## src/rtl/rf_pkg.sv

```systemverilog
// rtl/rf_pkg.sv - shared widths and enums for the register file write-port controller
package rf_pkg;
    localparam int DATA_W = 32;
    localparam int ADDR_W = 5;
    localparam int NREG   = 32;

    typedef enum logic {CLEAR, RUN} state_e;
    typedef enum logic {SRC_ALU, SRC_LSU} src_e;
endpackage

```

## src/rtl/rr_arb2.sv

```systemverilog
// rtl/rr_arb2.sv - two-request round-robin arbiter with last-winner pointer
module rr_arb2
    import rf_pkg::*;
(
    input  logic clk,
    input  logic reset,
    input  logic en,
    input  logic req_alu,
    input  logic req_lsu,
    output logic gnt_alu,
    output logic gnt_lsu
);
    src_e last_q, last_d;

    // On a tie the source that did not win last time goes first.
    always_comb begin
        gnt_alu = en && req_alu && (!req_lsu || last_q == SRC_LSU);
        gnt_lsu = en && req_lsu && (!req_alu || last_q == SRC_ALU);
        last_d  = last_q;
        if (gnt_alu)
            last_d = SRC_ALU;
        else if (gnt_lsu)
            last_d = SRC_LSU;
    end

    always_ff @(posedge clk) begin
        if (reset)
            last_q <= SRC_LSU;
        else
            last_q <= last_d;
    end
endmodule

```

## src/rtl/regfile_wb_arbiter.sv

```systemverilog
// rtl/regfile_wb_arbiter.sv - register file write port: post-reset clear sweep then ALU/LSU writeback arbitration
module regfile_wb_arbiter
    import rf_pkg::*;
#(
    parameter int DATA_W = rf_pkg::DATA_W,
    parameter int ADDR_W = rf_pkg::ADDR_W,
    parameter int NREG   = rf_pkg::NREG
) (
    input  logic              clk,
    input  logic              reset,
    input  logic              alu_valid,
    output logic              alu_ready,
    input  logic [ADDR_W-1:0] alu_rd,
    input  logic [DATA_W-1:0] alu_data,
    input  logic              lsu_valid,
    output logic              lsu_ready,
    input  logic [ADDR_W-1:0] lsu_rd,
    input  logic [DATA_W-1:0] lsu_data,
    output logic              RegWrite,
    output logic [ADDR_W-1:0] rd_addr,
    output logic [DATA_W-1:0] write_data,
    output logic              init_busy
);
    state_e            state_q;
    logic [ADDR_W:0]   cnt_q;
    logic              regwrite_q;
    logic [ADDR_W-1:0] rd_addr_q;
    logic [DATA_W-1:0] write_data_q;
    logic              gnt_alu, gnt_lsu;

    rr_arb2 u_arb (
        .clk     (clk),
        .reset   (reset),
        .en      (state_q == RUN),
        .req_alu (alu_valid),
        .req_lsu (lsu_valid),
        .gnt_alu (gnt_alu),
        .gnt_lsu (gnt_lsu)
    );

    // Grants are already qualified by valid, so a grant is a transfer.
    assign alu_ready  = gnt_alu;
    assign lsu_ready  = gnt_lsu;
    assign init_busy  = (state_q == CLEAR);
    assign RegWrite   = regwrite_q;
    assign rd_addr    = rd_addr_q;
    assign write_data = write_data_q;

    always_ff @(posedge clk) begin
        if (reset) begin
            state_q      <= CLEAR;
            cnt_q        <= '0;
            regwrite_q   <= 1'b0;
            rd_addr_q    <= '0;
            write_data_q <= '0;
        end else begin
            case (state_q)
                CLEAR: begin
                    regwrite_q   <= 1'b1;
                    rd_addr_q    <= cnt_q[ADDR_W-1:0];
                    write_data_q <= '0;
                    cnt_q        <= cnt_q + 1'b1;
                    if (cnt_q == (ADDR_W+1)'(NREG - 1))
                        state_q <= RUN;
                end
                RUN: begin
                    regwrite_q <= 1'b0;
                    // x0 writes are accepted but never reach the array.
                    if (gnt_alu) begin
                        regwrite_q   <= (alu_rd != '0);
                        rd_addr_q    <= alu_rd;
                        write_data_q <= alu_data;
                    end else if (gnt_lsu) begin
                        regwrite_q   <= (lsu_rd != '0);
                        rd_addr_q    <= lsu_rd;
                        write_data_q <= lsu_data;
                    end
                end
                default: state_q <= CLEAR;
            endcase
        end
    end
endmodule

```

## config.mk

```make
export PLATFORM = sky130hd
export DESIGN_NAME = regfile_wb_arbiter
export DESIGN_NICKNAME = d
export VERILOG_FILES = /design/src/rtl/rf_pkg.sv /design/src/rtl/rr_arb2.sv /design/src/rtl/regfile_wb_arbiter.sv
export SDC_FILE = /design/constraint.sdc
export NUM_CORES = 1
export LEC_CHECK = 0
export ABC_AREA = 1
export BUFFER_PORTS_ARGS = -buffer_cell sky130_fd_sc_hd__buf_2
export CAP_MARGIN = 30
export CORE_UTILIZATION = 40
export DETAILED_ROUTE_END_ITERATION = 10
export PLACE_DENSITY_LB_ADDON = 0.05
export SYNTH_ARGS = -nofsm -noshare
export SYNTH_HDL_FRONTEND = slang
export SYNTH_SLANG_ARGS = --single-unit
```

## constraint.sdc

```tcl
create_clock -name clk -period 3.2 [get_ports clk]
set_input_delay 0.48 -clock clk [delete_from_list [all_inputs] [get_ports clk]]
set_output_delay 0.48 -clock clk [all_outputs]
set_load 0.1 [all_outputs]
```

; Yosys cells after proc, flatten, opt, wreduce, memory -nomap -nowiden
; Cells that the tools add are included.
[op_classes]
bitwise_logic = 2
muxes = 13
eq_ne = 2
n_reduce_logical = 11
n_addsub = 1
[ops]
columns = op, count
row1 = $mux 32, 2
row2 = $pmux 32 s2, 1
row3 = $mux 5, 2
row4 = $pmux 5 s2, 1
row5 = $reduce_bool 5->1, 2
row6 = $add 6x1->6 const B, 1
row7 = $eq 6x5->1 const B, 1
row8 = $mux 1, 6
row9 = $logic_and 1x1->1, 4
row10 = $ne 3x3->1 const B, 1
row11 = $logic_not 1->1, 2
row12 = $logic_or 1x1->1, 2
row13 = $not 1->1, 2
row14 = $pmux 1 s2, 1
row15 = $reduce_bool 2->1, 1
[totals]
register_bits = 46
out_inout_bits = 41
input_bits = 78
word_cells = 35

; Depth between registers and ports, before layout
; Gate-level depths: netlist of run 1.
[logic_depth]
ltp_word = 6
depth_mapped = 7
ltp_nobuf = 6

; Cells and area by module
; Synthesis of run 1 repeated with hierarchy kept, for this count alone.
[hier_totals]
cells_unflattened = 359
area_unflattened_um2 = 2402.3
[modules_own_cells]
columns = mod, area_each_um2, cells_each, seq_area_each_um2, n_inst
row1 = regfile_wb_arbiter, 2331.0, 347, 900.9, 1
row2 = rr_arb2, 71.3, 12, 20.0, 1

; Worst setup path after synthesis of run 1
; OpenSTA, ideal clock, no wires.
[synth_path]
kind = input -> output
start = input port lsu_valid
end = output port lsu_ready
required_ns = 2.720
setup_slack_ns = 0.644
cell_stages = 2
n_path_buf = 0
arrival_time_ns = 2.076
path_cell_list = nand2_1 > a21oi_1
[synth_between]
elab_chain_cells = 2
[synth_rtl]
columns = element, line
row1 = start: declaration, regfile_wb_arbiter.sv:15  ; input logic lsu_valid,
row2 = $logic_and 1x1->1 (2 in series), rr_arb2.sv:18  ; gnt_lsu = en && req_lsu && (!req_alu || last_q == SRC_ALU);
row3 = end: declaration, regfile_wb_arbiter.sv:16  ; output logic lsu_ready,
; Every way passes these cells.

; Final worst setup path of run 1
[layout_path]
start = register state_q
end = output port lsu_ready
[layout_between]
elab_chain_cells = 2
[layout_rtl]
columns = element, line
row1 = start: declaration, regfile_wb_arbiter.sv:24  ; state_e state_q;
row2 = start signal: assignment, regfile_wb_arbiter.sv:51  ; state_q <= CLEAR;
row3 = start signal: assignment, regfile_wb_arbiter.sv:64  ; state_q <= RUN;
row4 = start signal: assignment, regfile_wb_arbiter.sv:79  ; default: state_q <= CLEAR;
row5 = $logic_and 1x1->1 (2 in series), rr_arb2.sv:18
; Every way passes these cells.

==> results of run 1 <==
## report_power, final
group	internal, uW	switching, uW
Clock	230	194
Combinational	55.0	72.0
Sequential	578	4.31
## cells by family after synthesis
group,Yosys count,synth area share
and+or+nand+nor,190,0.332
buffers and inverters,111,0.188
AOI/OAI and AO/OA,52,0.105
DFF,46,0.370
adders and majority gates,1,0.00503
## registers in the layout, summed over array words and instances (netlist names)
| register | flops |
|---|---|
| state_q | 1 |
| write_data | 32 |
| RegWrite | 1 |
| u_arb.last_q | 1 |
| cnt_q | 6 |
| rd_addr | 5 |
## layout by cell type (no fill, tap or decap), drive strengths merged
master	Yosys	routed
o21ai	10	10
buf	18	122
nor2	17	17
dfxtp	46	46
ha	1	1
nand3	78	78
bufinv	0	1
a21oi	41	41
inv	87	87
clkinv	0	2
a31oi	1	1
nor3	3	3
clkbuf	6	5
nand2	91	91
nand4	1	1
## worst register-to-register path: stages, from the launching register on
cell,delay [ns]
dfxtp_1,0.65
inv_2,0.19
nor2_1,0.12
nand2_1,0.22
inv_2,0.51
nand2_1,0.11
a21oi_1,0.19
## layout make-up
class / count / area share
Inverter: 87 / 0.103
Multi-Input combinational cell: 243 / 0.347
Clock buffer: 5 / 0.0217
Sequential cell: 46 / 0.291
Timing Repair Buffer: 122 / 0.196
Tap cell: 75 / 0.0296
Clock inverter: 3 / 0.0126
## path summary, 6_finish.rpt
kind	startpoint	endpoint	slack (ns)	depth (start not counted)
worst max register to register	state_q	write_data[21]	1.12	6
worst min-delay path	write_data[25]	write_data[25]	0.46	2
worst min register to register	write_data[25]	write_data[25]	0.46	2
worst max-delay path	state_q	lsu_ready	0.84	3
## metal layers
layer | GRT usage | vias up | wire, um
met1 | 0.269 | 1158 | 3010
met5 | 0 | - | 0
met2 | 0.350 | 91 | 2930
li1 | - | 1439 | -
met4 | 0.0607 | 0 | 98
met3 | 0.0472 | 9 | 482
## stage by stage
step	hold slack [ns]	power, uW	area, um^2	utilization
2_1_floorplan	0.455	663	2490	-
3_3_place_gp	0.450	723	3060	0.514
3_5_place_dp	0.452	723	3060	0.514
4_1_cts	0.466	1150	3170	0.532
5_1_grt	0.475	1190	3170	0.532
6_report	0.462	1130	3170	0.532
==> results_dict.tcl, run 1 <==
set metrics [dict create \
    worstSetupPathType "reg -> out" \
    ys_top_cells_by_count "nand2_1 (90), inv_1 (84), nand3_1 (78)" \
    cp_top_family "flip-flops" \
    yosysUniqueCellTypes 17 \
    wirelength_um 6520 \
    fill_cells 680 \
    rows 28 \
    avgSynthCellArea_um2 6.22 \
    root_buffer "clkbuf_8" \
    skew_ns 0.00408 \
    synth_top_area_share 0.370 \
    grt_max_degree 38 \
    dp_slack_ns 1.10 \
    worstPathCellList "nand2_1 > a21oi_1 > buf_2" \
    antenna_found_initial 0 \
    leakage_uw 0.00176 \
    max_slew.worst_pin.slew_ns 0.689 \
    ys_seq_elements 46 \
    cp_slowest_cell "dfxtp_1" \
    synth_nets 479 \
    maxCapViolations 0 \
    status "completed" \
    grt_pass1_wl_um 10600 \
    cts_resized 0 \
    yosysTopAreaCell "dfxtp_1" \
    synth-main-ff-cell "dfxtp_1" \
    clock_sinks 46 \
    dieHeight_um 80.8 \
    die_w_um 80.8 \
    areaGrowthSynthToFinish_pct 27.5 \
    period_share 0.737 \
    instances_no_fill 581 \
    critPathBufInv 1 \
    wl_per_cell_um 11.2 \
    num_vias 2697 \
    dr.pass1.iters 5 \
    worstPathArrival_ns 1.88 \
    final_antenna_net_count 0 \
    cts_buffers 5 \
    worstSetupStartpointType "flip-flop" \
    cts_hold_buf 0 \
    yosys_warnings 0 \
    core_mm2 0.00596 \
    antenna_cells 0 \
    cp_max_fo 15 \
    first_global_vias 2394 \
    clk_latency_ns 0.29 \
    setup_slack_ns 0.841 \
    cpPeakStageDelay_ns 0.65 \
    seq_area_frac_synth 0.370 \
    yosysMostFrequentCell "nand2_1" \
    multi_input_area_mm2 0.00110 \
    pwr_density_cell_mw_per_mm2 358 \
    timing.fmax_mhz 424 \
    cts.path.max_buffers 2 \
    hold_class "reg -> reg" \
    timing.final.crit_period_ns 2.36 \
    clk_pin_slew_worst_paths_ns 0.09 \
    grt.total_usage 0.210 \
    synth_edf_count 0 \
    post_cts_buffers 0 \
    hold_violations 0 \
    rsz0062_at_grt "false" \
    worst_setup_path_end_kind "output pin" \
    port_buffers 118 \
    seq_area_um2 921 \
    drv_slew 0 \
    initial_core_util 0.417 \
    drt_iter0_markers 122 \
    setup_viol 0 \
    timing.setup.tns_ns 0 \
    required_ns 2.72 \
    slew_headroom 0.539 \
    drc 0 \
    drive_gt1_frac 0.265 \
    fin_nets 584 \
    dpl.hpwl_um 4560 \
    die-area_mm2 0.00653 \
    synth_area_mm2 0.00249 \
    ios 119 \
    gp_congestion 0.847 \
    cts.htree.levels 2 \
    async_reset_ff_frac 0 \
    grt_overflow 0 \
    peakVddDrop_mv 0.196 \
    synth_area_leaders "dfxtp_1 (37%), nand3_1 (16%), nand2_1 (14%)" \
    dp_cells 573 \
    syn_inst 400 \
    vias_per_cell 4.64 \
    cts_tree "done" \
]
Note: power is estimated with default switching activity, not from simulation.
==> inputs of run 2 (changes only) <==
Clock period 3.2 ns to 2.3 ns, I/O delays scaled along.
==> run 2 against run 1 <==
  * Final cell count grew 0.17%
  * Total power up 27%
  * Largest power group unchanged
  * Critical endpoint is now alu_ready
  * Routed wire length fell by 0.40%
  * Clock power up 7.3%
==> results_dict.tcl, run 2 (synthesized netlist as in run 1, its figures left out) <==
set metrics [dict create \
    status "completed" \
    grt_max_degree 38 \
    timing.setup.tns_ns 0 \
    grt.total_usage 0.202 \
    pwr-share-clk 0.316 \
    fin_total_pwr_uw 1440 \
    seqPwrFrac 0.563 \
    worstSetupPathType "reg -> out" \
    dr.pass1.iters 4 \
    cpPeakStageDelay_ns 0.46 \
    pwr_density_cell_mw_per_mm2 456 \
    maxCapViolations 0 \
    cp_max_fo 6 \
    critPathBufInv 1 \
    largest_register_ffs 32 \
    core_mm2 0.00596 \
    required_ns 1.96 \
    grt_overflow 0 \
    grt_pass1_wl_um 10400 \
    cts_hold_buf 0 \
    p_sw_uw 350 \
    cp_top_family "buffers and inverters" \
    initial_core_util 0.417 \
    first_global_vias 2292 \
    slew_headroom 0.638 \
    max_slew.worst_pin.slew_ns 0.542 \
    cts.path.max_buffers 2 \
    drive_gt1_frac 0.266 \
    cts_buffers 5 \
    dpl.hpwl_um 4640 \
    dieHeight_um 80.8 \
    clock_sinks 46 \
    die_w_um 80.8 \
    drv_slew 0 \
    skew_ns 0.00272 \
    worstPathArrival_ns 1.51 \
    hold_class "in -> reg" \
    swShare 0.243 \
    cts_tree "done" \
    clk_latency_ns 0.29 \
    ios 119 \
    post_cts_buffers 0 \
    pwr-share-comb 0.122 \
    clk_pin_slew_worst_paths_ns 0.08 \
    p_int_uw 1090 \
    gp_congestion 0.863 \
    cp_slowest_cell "buf_2" \
    die-area_mm2 0.00653 \
    hold_violations 0 \
    timing.fmax_mhz 541 \
    port_buffers 118 \
    antenna_found_initial 0 \
    final_common_cell "buf_2" \
    vias_per_cell 4.65 \
    root_buffer "clkbuf_8" \
    fin_nets 586 \
    drt_iter0_markers 109 \
    worst_setup_path_end_kind "output pin" \
    placed_area_mm2 0.00308 \
    wirelength_um 6490 \
    timing.final.crit_period_ns 1.85 \
    use_met3 0.0393 \
    top_usage_layer "met2" \
    period_share 0.804 \
    leakage_uw 0.00175 \
    final_cell_area_mm2 0.00316 \
    rsz0062_at_grt "false" \
    peakVddDrop_mv 0.256 \
    final_antenna_net_count 0 \
    use_met1 0.264 \
    cts_resized 0 \
    antenna_cells 0 \
    drc 0 \
    setup_viol 0 \
    rows 28 \
    layout_common_cells "buf_2 (118), nand2_1 (90), inv_1 (84)" \
    r2r_slack_ns 0.65 \
    worstPathCellList "nand2_1 > a21oi_2 > buf_2" \
    cts.htree.levels 2 \
    worstSetupStartpointType "flip-flop" \
    global_route.usage.met2 0.339 \
    areaGrowthSynthToFinish_pct 27.1 \
    wl_per_cell_um 11.2 \
    num_vias 2705 \
]
-- run 2: cell count changes in the layout (fill, tap and decap cells not counted) --
cell,delta
buf_4,+2
clkbuf_1,+2
a21oi_1,-2
bufinv_16,-1
a21oi_2,+2
clkinv_2,-2
-- run 2: worst paths after layout --
| kind | start | end | cells past startpoint |
|---|---|---|---|
| max reg2reg | state_q | write_data[11] | 6 |
| max | state_q | alu_ready | 3 |
| min reg2reg | write_data[10] | write_data[10] | 2 |
| min | lsu_data[4] | write_data[4] | 5 |
-- run 2: through the flow --
step	setup WS [ns]	std cells	hold slack, ns	utilization
after floorplan	0.561	400	0.455	-
after global placement	0.654	575	0.449	0.518
after detailed placement	0.636	575	0.455	0.518
after CTS	0.412	582	0.374	0.530
after global routing	0.333	582	0.388	0.530
final	0.450	582	0.382	0.530
-- run 2: routing by layer --
layer	routed length [um]	vias up
met4	74	0
met5	0	-
met1	3080	1165
li1	-	1444
met3	391	8
met2	2950	88
-- run 2: cell type report --
type                            count  area, um^2
Sequential cell                    46         921
Timing Repair Buffer              124         636
Inverter                           87         327
Multi-Input combinational cell    243        1110
Clock buffer                        7        76.3
Fill cell                         632        2800
Tap cell                           75        93.8
-- run 2: worst min-delay path: stages --
cell and delay, ns:
buf_2 0.09, inv_1 0.04, nand2_1 0.04, nand3_1 0.05
a21oi_1 0.05
-- run 2: power by group through the flow --
stage / Clock, uW / Sequential (uW) / Combinational [uW]
2_1_floorplan: 0 / 856 / 66.9
4_1_cts: 475 / 810 / 177
3_3_place_gp: 0 / 829 / 174
6_report: 455 / 810 / 175
5_1_grt: 508 / 811 / 198
3_5_place_dp: 0 / 829 / 176
==> inputs of run 3 (changes only) <==
Clock period 2.3 ns to 1.6 ns, I/O delays scaled along.
==> run 3 against run 2 <==
  * Non-clock buffer count grew 8
  * Sequential power grew 43%
  * Routed wire length grew 2.8%
  * Sequential share of layout area shrank 1.3 points
  * Global-route usage grew 0.33 points
  * Sequential cell count is the same
  * Register-to-register slack lost 0.45 ns
  * Critical path type unchanged
==> results_dict.tcl, run 3 (synthesized netlist as in run 1, its figures left out) <==
set metrics [dict create \
    clock_sinks 46 \
    slew_headroom 0.667 \
    dr.pass1.iters 4 \
    ios 119 \
    hold_violations 0 \
    timing.fmax_mhz 654 \
    drc 0 \
    grt_pass1_wl_um 10400 \
    drv_slew 0 \
    fin_nets 594 \
    root_buffer "clkbuf_8" \
    hold_ws_ns 0.273 \
    drive_gt1_frac 0.280 \
    port_buffers 118 \
    final_cell_area_mm2 0.00331 \
    clk_pin_slew_worst_paths_ns 0.08 \
    num_vias 2736 \
    setup_viol 0 \
    worstSetupPathType "reg -> out" \
    antenna_cells 0 \
    cp_slowest_cell "dfxtp_2" \
    grt_overflow 0 \
    r2r-end "write_data[14]" \
    worstPathArrival_ns 1.29 \
    cts_tree "done" \
    fin_total_pwr_uw 2100 \
    min_to "write_data[22]" \
    cpPeakStageDelay_ns 0.36 \
    timing.final.crit_period_ns 1.53 \
    max_slew.worst_pin.slew_ns 0.503 \
    rows 28 \
    die-area_mm2 0.00653 \
    leakage_uw 0.00181 \
    required_ns 1.36 \
    status "completed" \
    maxCapViolations 0 \
    period_share 0.956 \
    grt_max_degree 38 \
    wl_per_cell_um 11.3 \
    r2r_cells 6 \
    cp_max_fo 7 \
    cts.path.max_buffers 2 \
    dieHeight_um 80.8 \
    pwr_density_cell_mw_per_mm2 637 \
    core_mm2 0.00596 \
    cts.htree.levels 2 \
    dpl.hpwl_um 4720 \
    initial_core_util 0.417 \
    first_global_vias 2304 \
    final_common_cell "buf_2" \
    holdPathStages 5 \
    r2r_start "u_arb.last_q" \
    drt_iter0_markers 89 \
    critPathBufInv 2 \
    skew_ns 0.00615 \
    hold_class "in -> reg" \
    r2r_slack_ns 0.20 \
    worst_setup_path_end_kind "output pin" \
    placed_area_mm2 0.00321 \
    worstSetupStartpointType "flip-flop" \
    final_antenna_net_count 0 \
    worstPathCellList "buf_4 > nand2_1 > a21oi_4 > buf_12" \
    die_w_um 80.8 \
    hp-start "lsu_data[22]" \
    vias_per_cell 4.64 \
    wirelength_um 6680 \
    cts_buffers 5 \
    antenna_found_initial 0 \
    clk_latency_ns 0.29 \
    areaGrowthSynthToFinish_pct 33.0 \
    grt.total_usage 0.205 \
    layout_common_cells "buf_2 (115), nand2_1 (90), inv_1 (84)" \
    largest_register_ffs 32 \
    gp_congestion 0.818 \
    cp_top_family "flip-flops" \
    cts_hold_buf 0 \
    peakVddDrop_mv 0.426 \
]
-- run 3: report_power, final --
group / leakage [uW] / internal (uW) / switching (uW) / total, uW
Clock: 0.0000383 / 302 / 380 / 682
Combinational: 0.00140 / 112 / 146 / 258
Sequential: 0.000372 / 1160 / 9.02 / 1160
Total: 0.00181 / 1570 / 535 / 2100
-- run 3: worst max-delay path by stage --
stage            startpoint              to  slack, ns  cells after the start
4_1_cts             state_q       lsu_ready      0.009                      4
2_1_floorplan       state_q        RegWrite       0.16                      6
5_1_grt             state_q       lsu_ready     -0.002                      4
6_report            state_q       lsu_ready       0.07                      4
3_5_place_dp      alu_valid  write_data[19]       0.22                      7
3_3_place_gp   u_arb.last_q  write_data[14]       0.21                      6
-- run 3: what timing repair did --
item | 4_1_cts | 5_1_grt
endpoints found under the setup margin | 1 | 4
buffers inserted | 1 | 1
gates resized for setup | 0 | 1
-- run 3: area by class of cell --
type	instances	area, um^2
fillers	638	2650
multi-input cells	243	1120
flip-flops and latches	46	922
repair buffers	132	766
inverters	87	327
well taps	75	93.8
clock buffers	7	76.3
-- run 3: stage by stage --
stage | TNS [ns] | util | setup slack [ns] | std cells
final | 0 | 0.555 | 0.0699 | 590
after global routing | -0.00189 | 0.555 | -0.00189 | 590
after CTS | 0 | 0.554 | 0.00930 | 589
after detailed placement | 0 | 0.539 | 0.216 | 581
after global placement | 0 | 0.539 | 0.208 | 581
after floorplan | 0 | - | 0.156 | 400
-- run 3: layer usage --
metal,vias to the layer above,track usage,share of wire
met5,-,0,0
met2,72,0.344,0.47
met3,4,0.0472,0.051
met4,0,0.0429,0.0066
li1,1456,-,-
met1,1204,0.267,0.47
-- run 3: worst min-delay path, stage by stage --
cell	delay (ns)
buf_2	0.09
inv_1	0.04
nand2_1	0.04
nand3_1	0.06
a21oi_1	0.05
